<file path="config.mk">
export PLATFORM = sky130hd
export DESIGN_NAME = t_to_b_capture
export DESIGN_NICKNAME = d
export VERILOG_FILES = /design/src/rtl/race_pkg.sv /design/src/rtl/first_edge_detect.sv /design/src/rtl/t_to_b_capture.sv
export SDC_FILE = /design/constraint.sdc
export NUM_CORES = 1
export LEC_CHECK = 0
export ABC_AREA = 0
export ABC_CLOCK_PERIOD_IN_PS = 2100
export CAP_MARGIN = 20
export CORE_MARGIN = 2
export CORE_UTILIZATION = 54
export DETAILED_ROUTE_END_ITERATION = 10
export GPL_ROUTABILITY_DRIVEN = 0
export GPL_TIMING_DRIVEN = 0
export HOLD_SLACK_MARGIN = 0.08
export PLACE_DENSITY = 0.86
export SLEW_MARGIN = 20
export SYNTH_ARGS = -nofsm -noshare
export SYNTH_HDL_FRONTEND = slang
export SYNTH_SLANG_ARGS = --single-unit
</file>
<file path="constraint.sdc">
create_clock -name clk -period 2.1 [get_ports clk]
set_input_delay 0.42 -clock clk [delete_from_list [all_inputs] [get_ports clk]]
set_output_delay 0.42 -clock clk [all_outputs]
set_load 0.02 [all_outputs]
</file>
<file path="src/rtl/race_pkg.sv">
// Shared types and helpers for the race-logic temporal datapath.
package race_pkg;

   typedef enum {EDGE_RISING, EDGE_FALLING} edge_mode_e;

   typedef enum {IDLE, RUN} cap_state_e;

   function automatic int val_width(input int g);
      return $clog2(g);
   endfunction

endpackage

</file>
<file path="src/rtl/first_edge_detect.sv">
// First-edge latch: timestamps the first qualifying transition on y
// within a gamma cycle and holds it until cleared.
module first_edge_detect
   import race_pkg::*;
#(
   parameter edge_mode_e EDGE_MODE = EDGE_RISING,
   parameter int         VAL_WIDTH = 4
) (
   input  logic                 clk,
   input  logic                 rst_n,
   input  logic                 first_i,
   input  logic                 arm_i,
   input  logic                 clear_i,
   input  logic                 y_i,
   input  logic [VAL_WIDTH-1:0] phase_i,
   output logic                 cap_o,
   output logic [VAL_WIDTH-1:0] time_o
);

   localparam logic FALL = (EDGE_MODE == EDGE_FALLING);

   logic                 y_prev_q;
   logic                 cap_q;
   logic [VAL_WIDTH-1:0] time_q;
   logic                 prev_eff;
   logic                 hit;

   // Forcing prev at phase 0 makes a level already active count as time 0.
   assign prev_eff = first_i ? FALL : y_prev_q;
   assign hit      = FALL ? (prev_eff && !y_i) : (!prev_eff && y_i);

   always_ff @(posedge clk or negedge rst_n) begin
      if (!rst_n) begin
         y_prev_q <= 1'b0;
         cap_q    <= 1'b0;
         time_q   <= '0;
      end else begin
         y_prev_q <= y_i;
         if (clear_i) begin
            cap_q  <= 1'b0;
            time_q <= '0;
         end else if (arm_i && !cap_q && hit) begin
            cap_q  <= 1'b1;
            time_q <= phase_i;
         end
      end
   end

   assign cap_o  = cap_q;
   assign time_o = time_q;

endmodule

</file>
<file path="src/rtl/t_to_b_capture.sv">
// Temporal-to-binary capture stage: gamma phase counter, first-edge
// timestamp and a one-entry valid/ready result register.
module t_to_b_capture
   import race_pkg::*;
#(
   parameter int         GAMMA_CYCLE_WIDTH = 16,
   parameter int         VAL_WIDTH         = val_width(GAMMA_CYCLE_WIDTH),
   parameter edge_mode_e EDGE_MODE         = EDGE_RISING
) (
   input  logic                 clk,
   input  logic                 grst_n,
   input  logic                 en,
   input  logic                 y_in,
   output logic                 grst_out,
   output logic                 out_valid,
   input  logic                 out_ready,
   output logic [VAL_WIDTH-1:0] out_time,
   output logic                 out_inf,
   output logic                 overrun
);

   localparam logic [VAL_WIDTH-1:0] LAST =
      VAL_WIDTH'(GAMMA_CYCLE_WIDTH - 1);

   cap_state_e           state_q, state_d;
   logic [VAL_WIDTH-1:0] phase_q, phase_d;
   logic                 valid_q, valid_d;
   logic [VAL_WIDTH-1:0] time_q, time_d;
   logic                 inf_q, inf_d;
   logic                 ovr_q, ovr_d;

   logic                 run;
   logic                 last;
   logic                 cap;
   logic [VAL_WIDTH-1:0] cap_time;

   assign run  = (state_q == RUN);
   assign last = run && (phase_q == LAST);

   first_edge_detect #(
      .EDGE_MODE (EDGE_MODE),
      .VAL_WIDTH (VAL_WIDTH)
   ) u_fed (
      .clk     (clk),
      .rst_n   (grst_n),
      .first_i (phase_q == '0),
      .arm_i   (run && !last),
      .clear_i (last),
      .y_i     (y_in),
      .phase_i (phase_q),
      .cap_o   (cap),
      .time_o  (cap_time)
   );

   always_comb begin
      state_d = state_q;
      phase_d = phase_q;
      unique case (state_q)
         IDLE: begin
            phase_d = '0;
            if (en) state_d = RUN;
         end
         RUN: begin
            phase_d = phase_q + 1'b1;
            if (last && !en) state_d = IDLE;
         end
         default: begin
            state_d = IDLE;
            phase_d = '0;
         end
      endcase
   end

   // A commit into a stalled holder drops the new result, not the old.
   always_comb begin
      valid_d = valid_q;
      time_d  = time_q;
      inf_d   = inf_q;
      ovr_d   = ovr_q;
      if (last) begin
         if (!valid_q || out_ready) begin
            valid_d = 1'b1;
            time_d  = cap_time;
            inf_d   = !cap;
         end else begin
            ovr_d = 1'b1;
         end
      end else if (valid_q && out_ready) begin
         valid_d = 1'b0;
      end
   end

   always_ff @(posedge clk or negedge grst_n) begin
      if (!grst_n) begin
         state_q <= IDLE;
         phase_q <= '0;
         valid_q <= 1'b0;
         time_q  <= '0;
         inf_q   <= 1'b0;
         ovr_q   <= 1'b0;
      end else begin
         state_q <= state_d;
         phase_q <= phase_d;
         valid_q <= valid_d;
         time_q  <= time_d;
         inf_q   <= inf_d;
         ovr_q   <= ovr_d;
      end
   end

   assign grst_out  = !run || (phase_q == LAST);
   assign out_valid = valid_q;
   assign out_time  = time_q;
   assign out_inf   = inf_q;
   assign overrun   = ovr_q;

endmodule

</file>
======== Word-level counts from Yosys, hierarchy flattened ========
Index checks and enable logic that the tools add are counted.
storage, ports and cells
  flip-flop bits (word level) ............. 49
  input bits .............................. 5
  output and inout port bits .............. 8
  logic and storage cells ................. 52
operators by class
  add/subtract/negate cells ............... 1
  equal/unequal tests ..................... 6
  muxes and demuxes ....................... 12
  bitwise operators ....................... 1
  reduce and logical (&&, ||, !) cells .... 23
operator list
  kind                   count
  $mux W32               2
  $pmux W32 S2           1
  $eq A32 B1 Y1 const B  1
  $eq A32 B2 Y1 const B  1
  $logic_not A32 Y1      1
  $mux W4                3
  $reduce_and A2 Y1      4
  $logic_and A1 B1 Y1    7
  $logic_not A1 Y1       6
  $mux W1                6
  $add A4 B1 Y4 const B  1
  $eq A4 B4 Y1 const B   1
  $logic_not A4 Y1       1
  $ne A2 B2 Y1 const B   2
  $reduce_bool A2 Y1     2
  $logic_or A1 B1 Y1     2
  $ne A2 B1 Y1 const B   1
  $not A1 Y1             1

======== Logic depth before layout (Yosys ltp) ========
Gate-level depths: netlist of the first run.
  depth after elaboration ................. 8
  gate-level depth with buffers ........... 6
  depth with buffers taken out ............ 5

======== By module ========
A second synthesis of the first run with hierarchy kept.
unflattened totals
  cell total of the unflattened synthesis .. 64
  area total of the unflattened synthesis .. 819.5 sq um
modules (own cells, without submodules)
  module             instances  cells each  area each (sq um)  seq. area each (sq um)
  t_to_b_capture     1          41          534.3              300.3
  first_edge_detect  1          23          285.3              150.1

======== Worst setup path after synthesis of the first run ========
No wires, ideal clock.
  path kind ............................... register to register
  from .................................... register phase_q[0]
  to ...................................... register time_q[0] (netlist: out_time[0])
  library setup time ...................... 125 ps
  arrival time ............................ 1286 ps
  data required time ...................... 1975 ps
  path slack .............................. 689 ps
  stages on the path, launching flop included .. 6
  buffers on the path ..................... 1
  clock period less this slack ............ 1411 ps
  cells stage by stage .................... dfrtp_1 -> ha_1 -> nand4_4 -> nor2b_2 -> buf_6 -> mux2_4
on the way
  cells in the longest elaborated chain, start to end .. 3
ends and longest elaborated chain
  what                         RTL line               RTL
  start, declared              t_to_b_capture.sv:26   logic [VAL_WIDTH-1:0] phase_q, phase_d;
  start signal, assigned       t_to_b_capture.sv:103  phase_q <= phase_d;
  $eq A4 B4 Y1                 t_to_b_capture.sv:38   assign last = run && (phase_q == LAST);
  $logic_and A1 B1 Y1          t_to_b_capture.sv:38
  $reduce_and A2 Y1 (no line)  n/a
  end signal, assigned         t_to_b_capture.sv:105  time_q <= time_d;
  end, declared                t_to_b_capture.sv:28   logic [VAL_WIDTH-1:0] time_q, time_d;
No other way between the ends.
A chain may end at the register's enable or synchronous reset.

======== Worst setup path after layout of the first run ========
  from .................................... register phase_q[0]
  to ...................................... output grst_out
on the way
  cells in the longest elaborated chain, start to end .. 2
ends and longest elaborated chain
  what                RTL line               RTL
  $eq A4 B4 Y1        t_to_b_capture.sv:111  assign grst_out = !run || (phase_q == LAST);
  $logic_or A1 B1 Y1  t_to_b_capture.sv:111
  end, declared       t_to_b_capture.sv:14   output logic grst_out,
No other way between the ends.

==> out/metrics.cfg, run 1 <==
[outcome]
outcome = finished clean

[detailed_routing]
dr.pass1.iters = 3
ant_nets = 0
drt-total-wl_mm = 1.12
drc = 0
via_count = 474
via_per_inst = 5.21
routedWlPerCell_um = 12.4
drtIter0Drc = 8

[logic_synthesis]
synth_area_per_cell_um2 = 13.2
synth.most_common_cell = dfrtp_1
async_flop_share_pct = 100
synth_top_area_share_pct = 57.1
synthFlopType = dfrtp_1
ys_top_cells_by_area = dfrtp_1 (57%), mux2_4 (7.6%), mux2i_1 (6.3%)
yosysSeqAreaShare_pct = 57.1
ys_seq_elements = 18
ys_warn_count = 0
synth_cell_types = 19
synth_common_cells = dfrtp_1 (18), inv_1 (6), nand2_1 (6), mux2i_1 (5), mux2_4 (4)
syn_nets = 67
synth_edf_count = 0
netlist_area_um2 = 790
synthCells = 60
yosysTopAreaCell = dfrtp_1

[worst_hold_path]
hold_class = reg2reg
hold_path.startpoint = phase_q[0]
holdPathStages = 1
whs_endpoint = phase_q[0]

[die]
die_w_um = 42.2
start_util_pct = 59.2
fp.dieH_um = 42.2
die_area_um2 = 1780
rows = 13
core-area_um2 = 1330
io_pins = 13

[critical_path]
end_kind = output pin
path_cells = ha_1 > nand3_1 > nand2_1 > dlygate4sd2_1
crit_path_start = phase_q[0]
timing.rr.start = phase_q[0]
crit_type = reg2out
rr_endpoint = out_time[2]
cp_slowest_cell = dfrtp_1
crit_arrival_ns = 1.51
required_ns = 1.68
critical_path.startpoint_type = flop
cpPeakStageDelay_ns = 0.40
worst_r2r_path_depth = 5
r2r_setup_slack_ns = 0.58
cp_max_fo = 4

[layout]
multiInputGateArea_um2 = 294
diodes = 0
syn2layout_area_growth_pct = 22.0
register_area_um2 = 450
drive_above_1_share_pct = 17.1
fillCellCount = 105
final_nets = 84
final_core_util_pct = 72.2

[power_and_ir_drop]
p_leak_nw = 0.450
p_per_area_nw_per_um2 = 1450
ir_drop_mv = 0.807

[timing]
clock.fmax_mhz = 517
rsz0062_at_grt = false
final_hold_viol_count = 0
max_slew.worst_pin.slew_ns = 0.762
skew_ns = 0.00148
post-route-min-period_ns = 1.93
fin_crit_sh_pct = 92.0
final_max_slew_viol_count = 0
tns_ns = 0
maxSlewHeadroom_pct = 49.1
finalSetupViolations = 0

[grt]
first_global_vias = 514
grt_pass1_wl_mm = 2.20
grt_max_degree = 19
antenna_found_initial = 0
grt_usage_pct = 16.4
overflow = 0

[cts]
clk_transition_reported_paths_ns = 0.09
clk_latency_ns = 0.28
root_buffer = clkbuf_4
cts_buffer_depth = 2
cts_buffers = 3
cts-htree-levels = 1
clkSinkCount = 18
cts_tree = yes
hold_buffers = 0

[placement]
hpwl_um = 859
io_buffers = 12

[run]
drv_cap = 0

==> worst max-delay path, delay by kind of cell (launching register included) <==
family        cells  cell delay, ns
flops             1            0.40
buf+inv           1            0.33
simple gates      2            0.23
fa+ha+maj         1            0.26
==> metal layers <==
metal	up-vias	share of wire, %	GRT usage (%)	wire, um
met2	14	48	26.5	545
met5	-	0	0	0
met1	228	45	20.5	503
li1	227	-	-	-
met4	0	2.2	9.38	25
met3	5	4.4	3.02	49
==> repair_timing <==
action,in CTS,in global routing
endpoints found under the setup margin,1,0
setup buffers,0,0
hold endpoints to repair,0,0
resized for setup,1,0
==> layout by cell type, fill, tap and decap left out <==
master           Yosys  layout
dfrtp_1             18      18
clkdlybuf4s50_1      0      11
inv_1                6       6
nand2_1              6       6
mux2i_1              5       5
mux2_4               4       4
and2_1               3       3
clkbuf_4             0       3
nand3_1              2       2
nor2b_1              2       2
nand2b_1             2       2
buf_6                2       2
ha_1                 2       2
xor2_1               1       1
xnor2_1              1       1
nand4_4              1       1
nor2b_2              1       1
o21bai_1             1       1
nor3b_1              1       1
o2111a_1             1       1
a21o_2               1       1
clkbuf_8             0       1
dlygate4sd2_1        0       1
==> registers in the layout (all words and copies together), names as in the netlist <==
register,flops
out_time,4
phase_q,4
u_fed.time_o,4
out_inf,1
out_valid,1
overrun,1
state_q,1
u_fed.cap_o,1
u_fed.y_prev_q,1
==> logic make-up (layout without fill, tap and decap cells) <==
| kind of cell | count (synthesis) | in the layout | share of synthesized area [%] |
|---|---|---|---|
| fa+ha+maj | 2 | 2 | 3.17 |
| xor+xnor | 2 | 2 | 2.22 |
| simple gates | 18 | 18 | 14.4 |
| compound gates | 3 | 3 | 3.49 |
| buf+inv | 8 | 24 | 5.70 |
| mux | 9 | 9 | 13.9 |
| flops | 18 | 18 | 57.1 |
==> through the flow <==
stage / hold slack (ns) / total power [mW] / worst slack [ns] / instance area [um^2] / instances
final: 0.488 / 1.40 / 0.167 / 963 / 91
after global routing: 0.510 / 1.51 / 0.0123 / 963 / 91
after CTS: 0.493 / 1.42 / 0.143 / 963 / 91
after detailed placement: 0.468 / 1.21 / 0.207 / 928 / 87
after global placement: 0.461 / 1.18 / 0.212 / 928 / 87
after floorplan: 0.124 / 0.995 / 0.689 / 790 / 60
==> layout make-up <==
cell class              instances  share of cell area [%]
flip-flops and latches         18                    46.8
multi-input cells              34                    30.5
inverters                       6                    2.34
well taps                      15                    1.95
clock buffers                   4                    3.77
plain buffers                   2                    2.34
repair buffers                 12                    12.3
==> worst max path at each step <==
stage | end | slack [ns] | cells after the start
after floorplan | out_time[0] | 0.69 | 5
after global placement | grst_out | 0.21 | 4
after detailed placement | grst_out | 0.21 | 4
after CTS | grst_out | 0.14 | 4
after global routing | grst_out | 0.01 | 4
final | grst_out | 0.17 | 4
==> power breakdown <==
group | switching, mW | internal, mW | total, mW
sequential | 0.121 | 0.494 | 0.615
combinational | 0.257 | 0.320 | 0.578
clock | 0.0990 | 0.106 | 0.205
Power figures use the tool's default switching activity.
==> run 2: changes to the inputs <==
CTS_CLUSTER_SIZE = 30   (was default)
==> results of run 2 <==
Final layout, timing and power as in run 1 (identical DEF).
==> run 3: changes to the inputs <==
CORE_MARGIN = default   (was 2)
==> out/metrics.cfg, run 3 (synthesis gave the netlist of run 1 again) <==
[layout]
final_core_util_pct = 71.2  ; was 72.2%
final_cell_mix = dfrtp_1 (18), clkdlybuf4s50_1 (11), inv_1 (6), nand2_1 (6), mux2i_1 (5)  ; unchanged
multiInputGateArea_um2 = 294  ; unchanged
fin_cells = 90  ; was 91
diodes = 0  ; unchanged
post-route-cell-area_um2 = 950  ; was 963 um^2
fillCellCount = 102  ; was 105
final_common_cell = dfrtp_1  ; unchanged
syn2layout_area_growth_pct = 20.3  ; was 22.0%
register_area_um2 = 450  ; unchanged
final_nets = 84  ; unchanged
drive_above_1_share_pct = 16.0  ; was 17.1%

[detailed_routing]
drt-total-wl_mm = 1.09  ; was 1.12 mm
drtIter0Drc = 6  ; was 8
ant_nets = 0  ; unchanged
dr.pass1.iters = 4  ; was 3
drc = 0  ; unchanged
via_count = 444  ; was 474
via_per_inst = 4.93  ; was 5.21
routedWlPerCell_um = 12.1  ; was 12.4 um

[cts]
clk_transition_reported_paths_ns = 0.09  ; about the same
cts_buffers = 3  ; unchanged
root_buffer = clkbuf_4  ; unchanged
cts_buffer_depth = 2  ; unchanged
cts-htree-levels = 1  ; unchanged
clkSinkCount = 18  ; unchanged
cts_tree = yes  ; unchanged
cts_setup_buffers = 0  ; unchanged
clk_latency_ns = 0.27  ; was 0.28 ns

[power_and_ir_drop]
p_total_mw = 1.34  ; was 1.40 mW
p_per_area_nw_per_um2 = 1410  ; was 1450 nW/um^2
ir_drop_mv = 0.786  ; was 0.807 mV
p_leak_nw = 0.443  ; was 0.450 nW

[critical_path]
crit_type = reg2out  ; unchanged
crit_arrival_ns = 1.48  ; was 1.51 ns
cpPeakStageDelay_ns = 0.40  ; about the same
path_cells = ha_1 > nand3_1 > nand2_1 > dlygate4sd2_1  ; unchanged
cp_slowest_cell = dfrtp_1  ; unchanged
end_kind = output pin  ; unchanged
required_ns = 1.68  ; about the same
cp_max_fo = 4  ; unchanged
critPathBufInv = 1  ; unchanged
critical_path.startpoint_type = flop  ; unchanged
crit_family = flip-flops  ; unchanged

[timing]
post-route-min-period_ns = 1.90  ; was 1.93 ns
fin_crit_sh_pct = 90.7  ; was 92.0%
finalSetupViolations = 0  ; unchanged
tns_ns = 0  ; unchanged
clock.fmax_mhz = 525  ; was 517 MHz
skew_ns = 0.00235  ; was 0.00148 ns
maxSlewHeadroom_pct = 47.5  ; was 49.1%
max_slew.worst_pin.slew_ns = 0.785  ; was 0.762 ns
final_hold_viol_count = 0  ; unchanged
final_max_slew_viol_count = 0  ; unchanged
rsz0062_at_grt = false  ; unchanged

[die]
die_area_um2 = 1620  ; was 1780 um^2
rows = 13  ; unchanged
start_util_pct = 59.2  ; unchanged
die_w_um = 40.2  ; was 42.2 um
core-area_um2 = 1330  ; unchanged
fp.dieH_um = 40.2  ; was 42.2 um
io_pins = 13  ; unchanged

[outcome]
outcome = finished clean  ; unchanged

[grt]
grt_max_degree = 19  ; unchanged
overflow = 0  ; unchanged
first_global_vias = 447  ; was 514
antenna_found_initial = 0  ; unchanged
grt_pass1_wl_mm = 1.79  ; was 2.20 mm
grt_usage_pct = 17.4  ; was 16.4%

[placement]
place_area_um2 = 928  ; unchanged
placed_cells = 87  ; unchanged
io_buffers = 12  ; unchanged
hpwl_um = 802  ; was 859 um

[worst_hold_path]
hold_class = reg2reg  ; unchanged

[run]
drv_cap = 0  ; unchanged

[run 3: changes by cell type in the layout (fill, tap and decap cells not counted)]
cell,change
clkbuf_8,-1
[run 3: layer usage]
layer | track usage, % | part of all wire, % | vias up
met2 | 29.4 | 45 | 11
met5 | 0 | 0 | -
met4 | 10.0 | 0.64 | 0
met3 | 3.33 | 3.8 | 2
met1 | 20.5 | 50 | 207
li1 | - | - | 224
[run 3: cell type report]
| cell class | count | share of cell area [%] |
|---|---|---|
| multi-input cells | 34 | 31.0 |
| plain buffers | 2 | 2.37 |
| inverters | 6 | 2.37 |
| repair buffers | 12 | 12.5 |
| clock buffers | 3 | 2.37 |
| well taps | 15 | 1.98 |
| flip-flops and latches | 18 | 47.4 |
[run 3: path summary, 6_finish.rpt]
check	depth (start not counted)	to	slack [ns]	from
setup / recovery	4	grst_out	0.20	phase_q[0]
hold / removal	1	overrun	0.49	overrun
setup reg to reg	5	out_time[2]	0.57	phase_q[0]
hold reg to reg	1	overrun	0.49	overrun
max in group asynchronous	1	out_time[1]	1.02	grst_n
min in group asynchronous	1	out_time[3]	0.60	grst_n
[run 3: what timing repair did]
action / 4_1_cts / 5_1_grt
setup endpoints to repair: 1 / 0
hold buffers: 0 / 0
gates resized for setup: 1 / 0
[run 3: report_power, final]
group,leakage [nW],internal (mW),switching [mW],total [mW]
clock network,0.0138,0.0664,0.0909,0.157
logic,0.209,0.319,0.254,0.573
registers,0.219,0.494,0.117,0.611
[run 3: metrics by stage]
step	hold slack [ns]	setup WS (ns)
global route	0.509	0.0785
floorplan	0.124	0.689
finish	0.490	0.195
detailed placement	0.465	0.226
global placement	0.461	0.213
CTS	0.491	0.169
